## src/rtl/avr_irq_ctrl.sv

```systemverilog
// avr_irq_ctrl: latched/masked/prioritised IRQ front end for avr_core.
// Optional round-robin priority: define AVR_IRQ_ROTATE_EN.
module avr_irq_ctrl #(
  parameter int N_IRQ = 4,
  parameter int VW    = 2
) (
  input  logic             clk,
  input  logic             rst,
  input  logic [N_IRQ-1:0] irq_lines,
  input  logic             io_sel,
  input  logic             io_re,
  input  logic             io_we,
  input  logic [1:0]       io_a,
  input  logic [7:0]       io_din,
  output logic [7:0]       io_dout,
  output logic             iflag,
  output logic [VW-1:0]    ivect,
  input  logic             irq_ack
);

  typedef enum logic [1:0] {
    IDLE,
    REQ,
    GAP
  } state_t;

  state_t state, state_n;

  logic [N_IRQ-1:0] ie, edg, edg_n;
  logic [N_IRQ-1:0] pend_q, prev;
  logic [N_IRQ-1:0] pend, cand;
  logic [N_IRQ-1:0] set_e, clr;
  logic [VW-1:0]    vect, vect_n, win, ptr;
  logic [7:0]       stat;
  logic             wr, any, ack_take;

  assign wr       = io_sel & io_we;
  assign set_e    = edg & irq_lines & ~prev;
  assign pend     = (edg & pend_q) | (~edg & irq_lines);
  assign cand     = pend & ie;
  assign any      = |cand;
  assign ack_take = (state == REQ) & irq_ack;
  assign edg_n    = (wr && io_a == 2'd1) ?
                    io_din[N_IRQ-1:0] : edg;

  always_comb begin
    clr = '0;
    if (wr && io_a == 2'd2)
      clr = io_din[N_IRQ-1:0];
    if (ack_take)
      clr[vect] = 1'b1;
  end

`ifdef AVR_IRQ_ROTATE_EN
  logic found;
  always_comb begin
    win   = '0;
    found = 1'b0;
    for (int i = 0; i < N_IRQ; i++) begin
      if (!found && cand[(int'(ptr) + i) % N_IRQ]) begin
        win   = VW'((int'(ptr) + i) % N_IRQ);
        found = 1'b1;
      end
    end
  end

  always_ff @(posedge clk or posedge rst) begin
    if (rst)
      ptr <= '0;
    else if (ack_take)
      ptr <= VW'((int'(vect) + 1) % N_IRQ);
  end
`else
  always_comb begin
    win = '0;
    for (int i = N_IRQ - 1; i >= 0; i--)
      if (cand[i])
        win = VW'(i);
  end

  assign ptr = '0;
`endif

  always_comb begin
    state_n = state;
    vect_n  = vect;
    unique case (state)
      IDLE: begin
        if (any) begin
          vect_n  = win;
          state_n = REQ;
        end
      end
      REQ: begin
        if (irq_ack) begin
          state_n = GAP;
        end else if (!cand[vect]) begin
          state_n = IDLE;
          vect_n  = '0;
        end
      end
      GAP:     state_n = IDLE;
      default: state_n = IDLE;
    endcase
  end

  // pend_q is masked by the next EDGE value so a 1->0 change drops it
  always_ff @(posedge clk or posedge rst) begin
    if (rst) begin
      state  <= IDLE;
      vect   <= '0;
      ie     <= '0;
      edg    <= '0;
      pend_q <= '0;
      prev   <= '0;
    end else begin
      state  <= state_n;
      vect   <= vect_n;
      prev   <= irq_lines;
      edg    <= edg_n;
      pend_q <= ((pend_q & ~clr) | set_e) & edg_n;
      if (wr && io_a == 2'd0)
        ie <= io_din[N_IRQ-1:0];
    end
  end

  assign iflag = (state == REQ);
  assign ivect = vect;

  always_comb begin
    stat         = '0;
    stat[7]      = (state != IDLE);
    stat[6:4]    = 3'(ptr);
    stat[VW-1:0] = vect;
  end

  always_comb begin
    io_dout = '0;
    if (io_sel && io_re && !rst) begin
      unique case (io_a)
        2'd0: io_dout = 8'(ie);
        2'd1: io_dout = 8'(edg);
        2'd2: io_dout = 8'(pend);
        2'd3: io_dout = stat;
        default: io_dout = '0;
      endcase
    end
  end

endmodule
```

## config.mk

```make
export PLATFORM = sky130hd
export DESIGN_NAME = avr_irq_ctrl
export DESIGN_NICKNAME = d
export VERILOG_FILES = /design/src/rtl/avr_irq_ctrl.sv
export SDC_FILE = /design/constraint.sdc
export NUM_CORES = 1
export LEC_CHECK = 0
export BUFFER_PORTS_ARGS = -buffer_cell sky130_fd_sc_hd__buf_4
export CAP_MARGIN = 10
export CORE_MARGIN = 2
export CORE_UTILIZATION = 50
export DETAILED_ROUTE_END_ITERATION = 8
export GPL_TIMING_DRIVEN = 0
export PLACE_DENSITY = 0.77
export SETUP_SLACK_MARGIN = 0.3
export SLEW_MARGIN = 25
export SYNTH_ARGS = -nofsm -noshare
export SYNTH_HDL_FRONTEND = slang
export SYNTH_SLANG_ARGS = --single-unit
```

## constraint.sdc

```tcl
create_clock -name clk -period 2 [get_ports clk]
set_input_delay 0.1 -clock clk [delete_from_list [all_inputs] [get_ports clk]]
set_output_delay 0.1 -clock clk [all_outputs]
set_load 0.005 [all_outputs]
```

==> metrics.txt, run 1 <==
status=finished, final reports clean; Synth warnings=0; leading post-synthesis cells by cell area=dfrtp_1, mux2_2, mux2i_1, nor2_1, a32oi_1; CTS clk-pin slew, worst paths=0.11 ns; Seq/Total Area, Yosys=0.461; Port Buffers=23; critical path type=reg2reg; Synth top area share=0.461; GP Congestion=0.920; Synth Area in XOR/XNOR=0; Vias/cell=roughly 5.6; VDD IR max=~700 µV; first-iteration detailed-routing DRC count=24; Post-synth EDFFs=0; worst r2r src=edg[3]; num rows=16; Arrival @ worst endpoint=1.84 ns; Global Route Usage Sum=0.203; PwrDens=between 800 and 900 mW/mm²; Setup crit start=edg[3]; CP Max Fanout=4; number of global-route vias before repair=just under 900; area growth from synthesis to layout=30.1%; first-pass GRT wire length=slightly below 4000 µm; grt total ovfl=0; via count=approximately 940; Clock Path Buffers=2; Rel. slew slack=0.414; type of origin of the critical path=flop; DRT antenna net count=0; core area=around 0.002 mm²; initial antenna violation count=0; CTS Buf Count=3; Clock Skew=0.00119 ns; largest family of logic cells by synthesized area=simple AND/OR/NAND/NOR gates; Clock Latency Late Sink=about 0.29 ns; distinct cell type count after synthesis=31; I/O pin cnt=31; synthesized instance count=between 100 and 150; layout cells sized above 1=0.310; Synth top cells by count=dfrtp_1, nor2_1, mux2_2, nand2_1, mux2i_1; Max-Cap Viols=0; Final period util=0.806; Die Span Y=50.6 µm; Tmin final=between 1.5 and 2 ns; Final Hold Viols=0; simple-gate share of the synthesized area=0.185; initial core utilization=0.542; CTS tree=done; Root Driver=clkbuf_4; multiplexer area fraction after synthesis=0.159; Pwr Total=1220 µW; post-synthesis area per instance=10.2 µm²; Fmax=621 MHz; post-synthesis cell area=~0.0011 mm²; RSZ-0062 raised after global routing=false; nets@finish=163; Slew @ Worst Pin=0.876 ns; compound-cell area share of the yosys netlist=0.146; Detailed Route WL=2310 µm; Synth area leader=dfrtp_1; Routed wire per std cell=~14 µm; Final HPWL DP=between 1500 and 2000 µm; # DRC=0; Sinks on Clock Net=20; die area=between 0.002 and 0.003 mm²; Slew Limit Fails=0; top-count cell post-synth=dfrtp_1; Worst setup EP type=flop; CP Data Required Time=between 2 and 2.5 ns; Hold Crit Class=in2reg; largest net degree at the start of global routing=21; htree depth=1; asr flop ratio synth=1.00; Leak=0.000646 µW; Synth Area in Adders=0; drt pass-1 iters=4; Seq cells post-synth=20; Worst Min Path Start=io_din[1]; n_diodes=0; main flop type after synthesis=dfrtp_1; Die W=50.6 µm; Sum Neg Setup Slack=0 ns; setup violators final=0
[per-layer routing]
metal  track usage  vias to the layer above  wire (µm)
met5             0                        -          0
met4        0.0541                        0         44
met3        0.0446                        7        138
met2         0.322                       33       1130
met1         0.281                      450        995
li1              -                      449          -
[layout make-up]
class / instances / area, µm²
fill: 153 / 591
sequential: 20 / 500
multi-input combinational: 78 / 548
clock buffer: 4 / 36.3
tap: 27 / 33.8
timing repair buffer: 30 / 240
buffer: 6 / 33.8
inverter: 4 / 18.8
[state kept, by name, indices dropped and copies added (netlist names)]
register	count
state	2
ivect	2
pend_q	4
edg	4
prev	4
ie	4
[cell families after synthesis]
kind of cell / after synthesis
and+or+nand+nor: 38
muxes: 15
buffers and inverters: 10
AOI/OAI and AO/OA: 22
other: 1
DFF: 20
[worst max-delay path, cell delays in order, from the launching register on]
cell	delay (ns)
dfrtp_1	0.43
mux2i_1	0.15
nand2b_1	0.20
mux4_2	0.48
a2bb2oi_1	0.16
o21ai_1	0.12
[per-stage QoR]
stage / hold WS (ns) / setup WS, ns / instances / instance area (µm²) / util
global route: 0.0395 / 0.298 / 169 / 1410 / 0.705
detailed placement: 0.229 / 0.277 / 158 / 1300 / 0.649
floorplan: 0.0724 / 0.525 / 108 / 1090 / -
CTS: 0.0492 / 0.391 / 168 / 1400 / 0.699
global placement: 0.227 / 0.304 / 158 / 1300 / 0.649
finish: 0.0534 / 0.389 / 169 / 1410 / 0.705
[final timing paths]
path / depth (start not counted) / end / slack (ns)
min in group asynchronous: 3 / prev[0] / 0.54
worst max-delay path: 5 / ivect[1] / 0.39
worst max register to register: 5 / ivect[1] / 0.39
worst min-delay path: 2 / ie[1] / 0.05
worst min register to register: 2 / pend_q[0] / 0.52
max in group asynchronous: 3 / ie[1] / 0.92
[report_power, final]
| group | switching (µW) | total [µW] | leakage [µW] | internal (µW) |
|---|---|---|---|---|
| Combinational | 192 | 421 | 0.000376 | 228 |
| Clock | 120 | 231 | 0.0000210 | 111 |
| Sequential | 83.0 | 566 | 0.000249 | 483 |
| Total | 396 | 1220 | 0.000646 | 822 |
[what timing repair did]
action | in CTS | in global routing
gates cloned | 0 | 0
gates resized for setup | 1 | 1
hold buffers | 6 | 0
setup buffers | 0 | 1
endpoints found under the setup margin | 1 | 3
endpoints found under the hold margin | 25 | 0
[cells in the final DEF (no fill, tap or decap), types with 2 or more instances in the layout]
cell,instances
mux2_2,8
dlygate4sd3_1,6
nand3b_1,2
a32oi_1,4
nand3_1,3
a211oi_1,3
dfrtp_1,20
nor2_1,10
clkbuf_1,2
nand2_1,8
a21boi_1,2
inv_1,3
buf_4,27
o2bb2ai_1,2
nand2b_1,5
o21ai_1,2
mux2i_1,6
a21oi_1,4
clkbuf_4,3
nor2b_1,2
conb_1,3
and2_1,3
No activity file was read; power rests on OpenSTA's default activity.
==> run 2: changes to the inputs <==
- CORE_UTILIZATION: 50 -> 45
- PLACE_DENSITY: 0.77 -> 0.73
- clock period: 2 -> 1.35 ns (I/O delays scaled with it)
==> run 2 against run 1 <==
Net effect: the flow now finishes with violations (negative hold slack, negative setup slack); core utilization shrank 1.5 points; sequential share of layout area shrank 3.2 points; total power grew 67%; fmax grew 0.89%; clock power grew 18%; routed wire length grew 9.8%; final cell count grew 4.7%; critical path type unchanged; largest power group is now combinational cells.
==> metrics.txt, run 2 (synthesized netlist as in run 1, its figures left out) <==
fin cells=177 (+4.7%); WP buf/inv=0 (unchanged); DRT antenna net count=0 (unchanged); number of global-route vias before repair=975 (+13%); Slew Limit Fails=0 (unchanged); Final period util=1.18 (+0.377); largest stage delay on the critical path=0.51 ns (+0.03 ns); number of filler cells placed in the layout=185 (+21%); Detailed Route WL=2530 µm (+9.8%); via count=967 (+3.0%); initial core utilization=0.481 (-0.0607); Crit-path slowest cell=mux4_2; first-pass GRT wire length=4370 µm (+11%); Fin Hold WS=-0.225 ns (-0.278 ns); commonest non-fill, non-tap cell in the layout=buf_4; GP Congestion=0.855 (-7.1%); type of origin of the critical path=flop; setup slack after layout=-0.247 ns (-0.636 ns); P_sw=674 µW (+71%); Leak=0.000711 µW (+10%); largest net degree at the start of global routing=22 (+4.8%); drt pass-1 iters=4 (unchanged); Final Hold Viols=20 (+20); failing checks=negative hold slack, negative setup slack; switching part of the total power=0.333 (+0.00783); Root Driver=clkbuf_4; num rows=17 (+1); status=complete, but fails checks; PwrDens=1300 mW/mm² (+51%); Hold-fix buffers, CTS=5 (-1); I/O pin cnt=31 (unchanged); Tmin final=1.60 ns (-0.0142 ns); crit-path cells=mux2i_1 -> nand2b_1 -> mux4_2 -> a2bb2oi_2 -> o21ai_1; area growth from synthesis to layout=43.4%; Comb pwr share=0.444 (+0.099); Vias/cell=5.46 (-1.7%); VDD IR max=869 µV (+26%); Clock Path Buffers=2 (unchanged); CP delay by family, top=multiplexers; setup violators final=7 (+7); Arrival @ worst endpoint=1.82 ns (-0.02 ns); n_diodes=0 (unchanged); CTS Buf Count=3 (unchanged); htree depth=1 (unchanged); Worst setup EP type=flop; Clock Skew=0.00405 ns (+0.00285 ns); CP Data Required Time=1.58 ns (-0.65 ns); initial antenna violation count=0 (unchanged); Max-Cap Viols=0 (unchanged); Sinks on Clock Net=20 (unchanged); first-iteration detailed-routing DRC count=18 (-25%); Clock Latency Late Sink=0.29 ns (about the same); Inst Count DP=159 (+0.63%); Die W=53.1 µm (+5.0%); critical path type=reg2reg; final core utilization=0.690 (-0.0152); Global Route Usage Sum=0.219 (+0.0155); Fmax=626 MHz (+0.89%); Rel. slew slack=0.639 (+0.225); most frequent cells in the layout=buf_4, dfrtp_1, nor2_1; placed cell areas=0.00132 mm² (+1.4%); RSZ-0062 raised after global routing=true; layout cells sized above 1=0.456 (+0.147); CTS tree=done; Die Span Y=53.1 µm (+5.0%); Hold Crit Class=in2async; DP Worst Slack=-0.249 ns (-0.526 ns); core area=0.00225 mm² (+13%); power share of the clock group=0.135 (-0.055); CTS clk-pin slew, worst paths=0.11 ns (about the same); Reg power frac=0.421 (-0.044); grt total ovfl=0 (unchanged); P_int=1350 µW (+65%); fin area=0.00156 mm² (+10%); Slew @ Worst Pin=0.540 ns (-0.336 ns); Routed wire per std cell=14.3 µm (+4.9%); nets@finish=171 (+4.9%); Final HPWL DP=1800 µm (+4.3%); die area=0.00282 mm² (+10%); CP Max Fanout=3 (-1); # DRC=0 (unchanged); Port Buffers=23 (unchanged)
-- run 2: changes by cell type in the layout (fill, tap and decap cells not counted), moves of 2 or more --
cell      change
nand2b_1      -3
nand2b_4      +3
buf_4         +7
mux2i_1       -2
mux2i_2       +2
buf_6         +2
-- run 2: what timing repair did --
action	4_1_cts	5_1_grt
hold endpoints to repair	25	20
gates resized for setup	12	8
buffers inserted	7	3
pin swaps	10	3
endpoints found under the setup margin	13	15
-- run 2: power by group through the flow --
stage | Combinational [µW] | Sequential (µW) | Clock (µW)
after floorplan | 427 | 825 | 0
after global placement | 597 | 850 | 0
after detailed placement | 616 | 856 | 0
after CTS | 828 | 841 | 278
after global routing | 982 | 866 | 306
final | 901 | 854 | 273
-- run 2: layout make-up --
type,count,area (µm²),area share
Multi-Input combinational cell,78,624,0.401
Sequential cell,20,502,0.323
Timing Repair Buffer,38,305,0.196
Buffer,6,45.0,0.0290
Tap cell,28,35.0,0.0225
Clock buffer,3,22.5,0.0145
Inverter,4,21.3,0.0137
-- run 2: final timing paths --
| kind | from | endpoint | slack (ns) | depth (start not counted) |
|---|---|---|---|---|
| max in group asynchronous | rst | ivect[0] | 1.28 | 2 |
| hold / removal | rst | prev[1] | -0.22 | 2 |
| setup reg to reg | edg[0] | ivect[1] | -0.25 | 5 |
| hold reg to reg | pend_q[3] | pend_q[3] | 0.53 | 2 |
| min in group clk | io_din[1] | ie[1] | 0.03 | 2 |
| setup / recovery | edg[0] | ivect[1] | -0.25 | 5 |
-- run 2: per-stage QoR --
step,setup TNS (ns),hold slack (ns),power (µW)
detailed placement,-0.750,0.108,1470
global placement,-0.724,0.105,1450
finish,-1.08,-0.225,2030
CTS,-1.06,-0.218,1950
floorplan,-0.367,-0.0756,1250
global route,-1.74,-0.208,2150
-- run 2: per-layer routing --
metal | up-vias | global-route usage | part of all wire
li1 | 458 | - | -
met1 | 485 | 0.290 | 0.44
met2 | 22 | 0.358 | 0.51
met3 | 2 | 0.0339 | 0.041
met4 | 0 | 0.0812 | 0.0067
met5 | - | 0 | 0
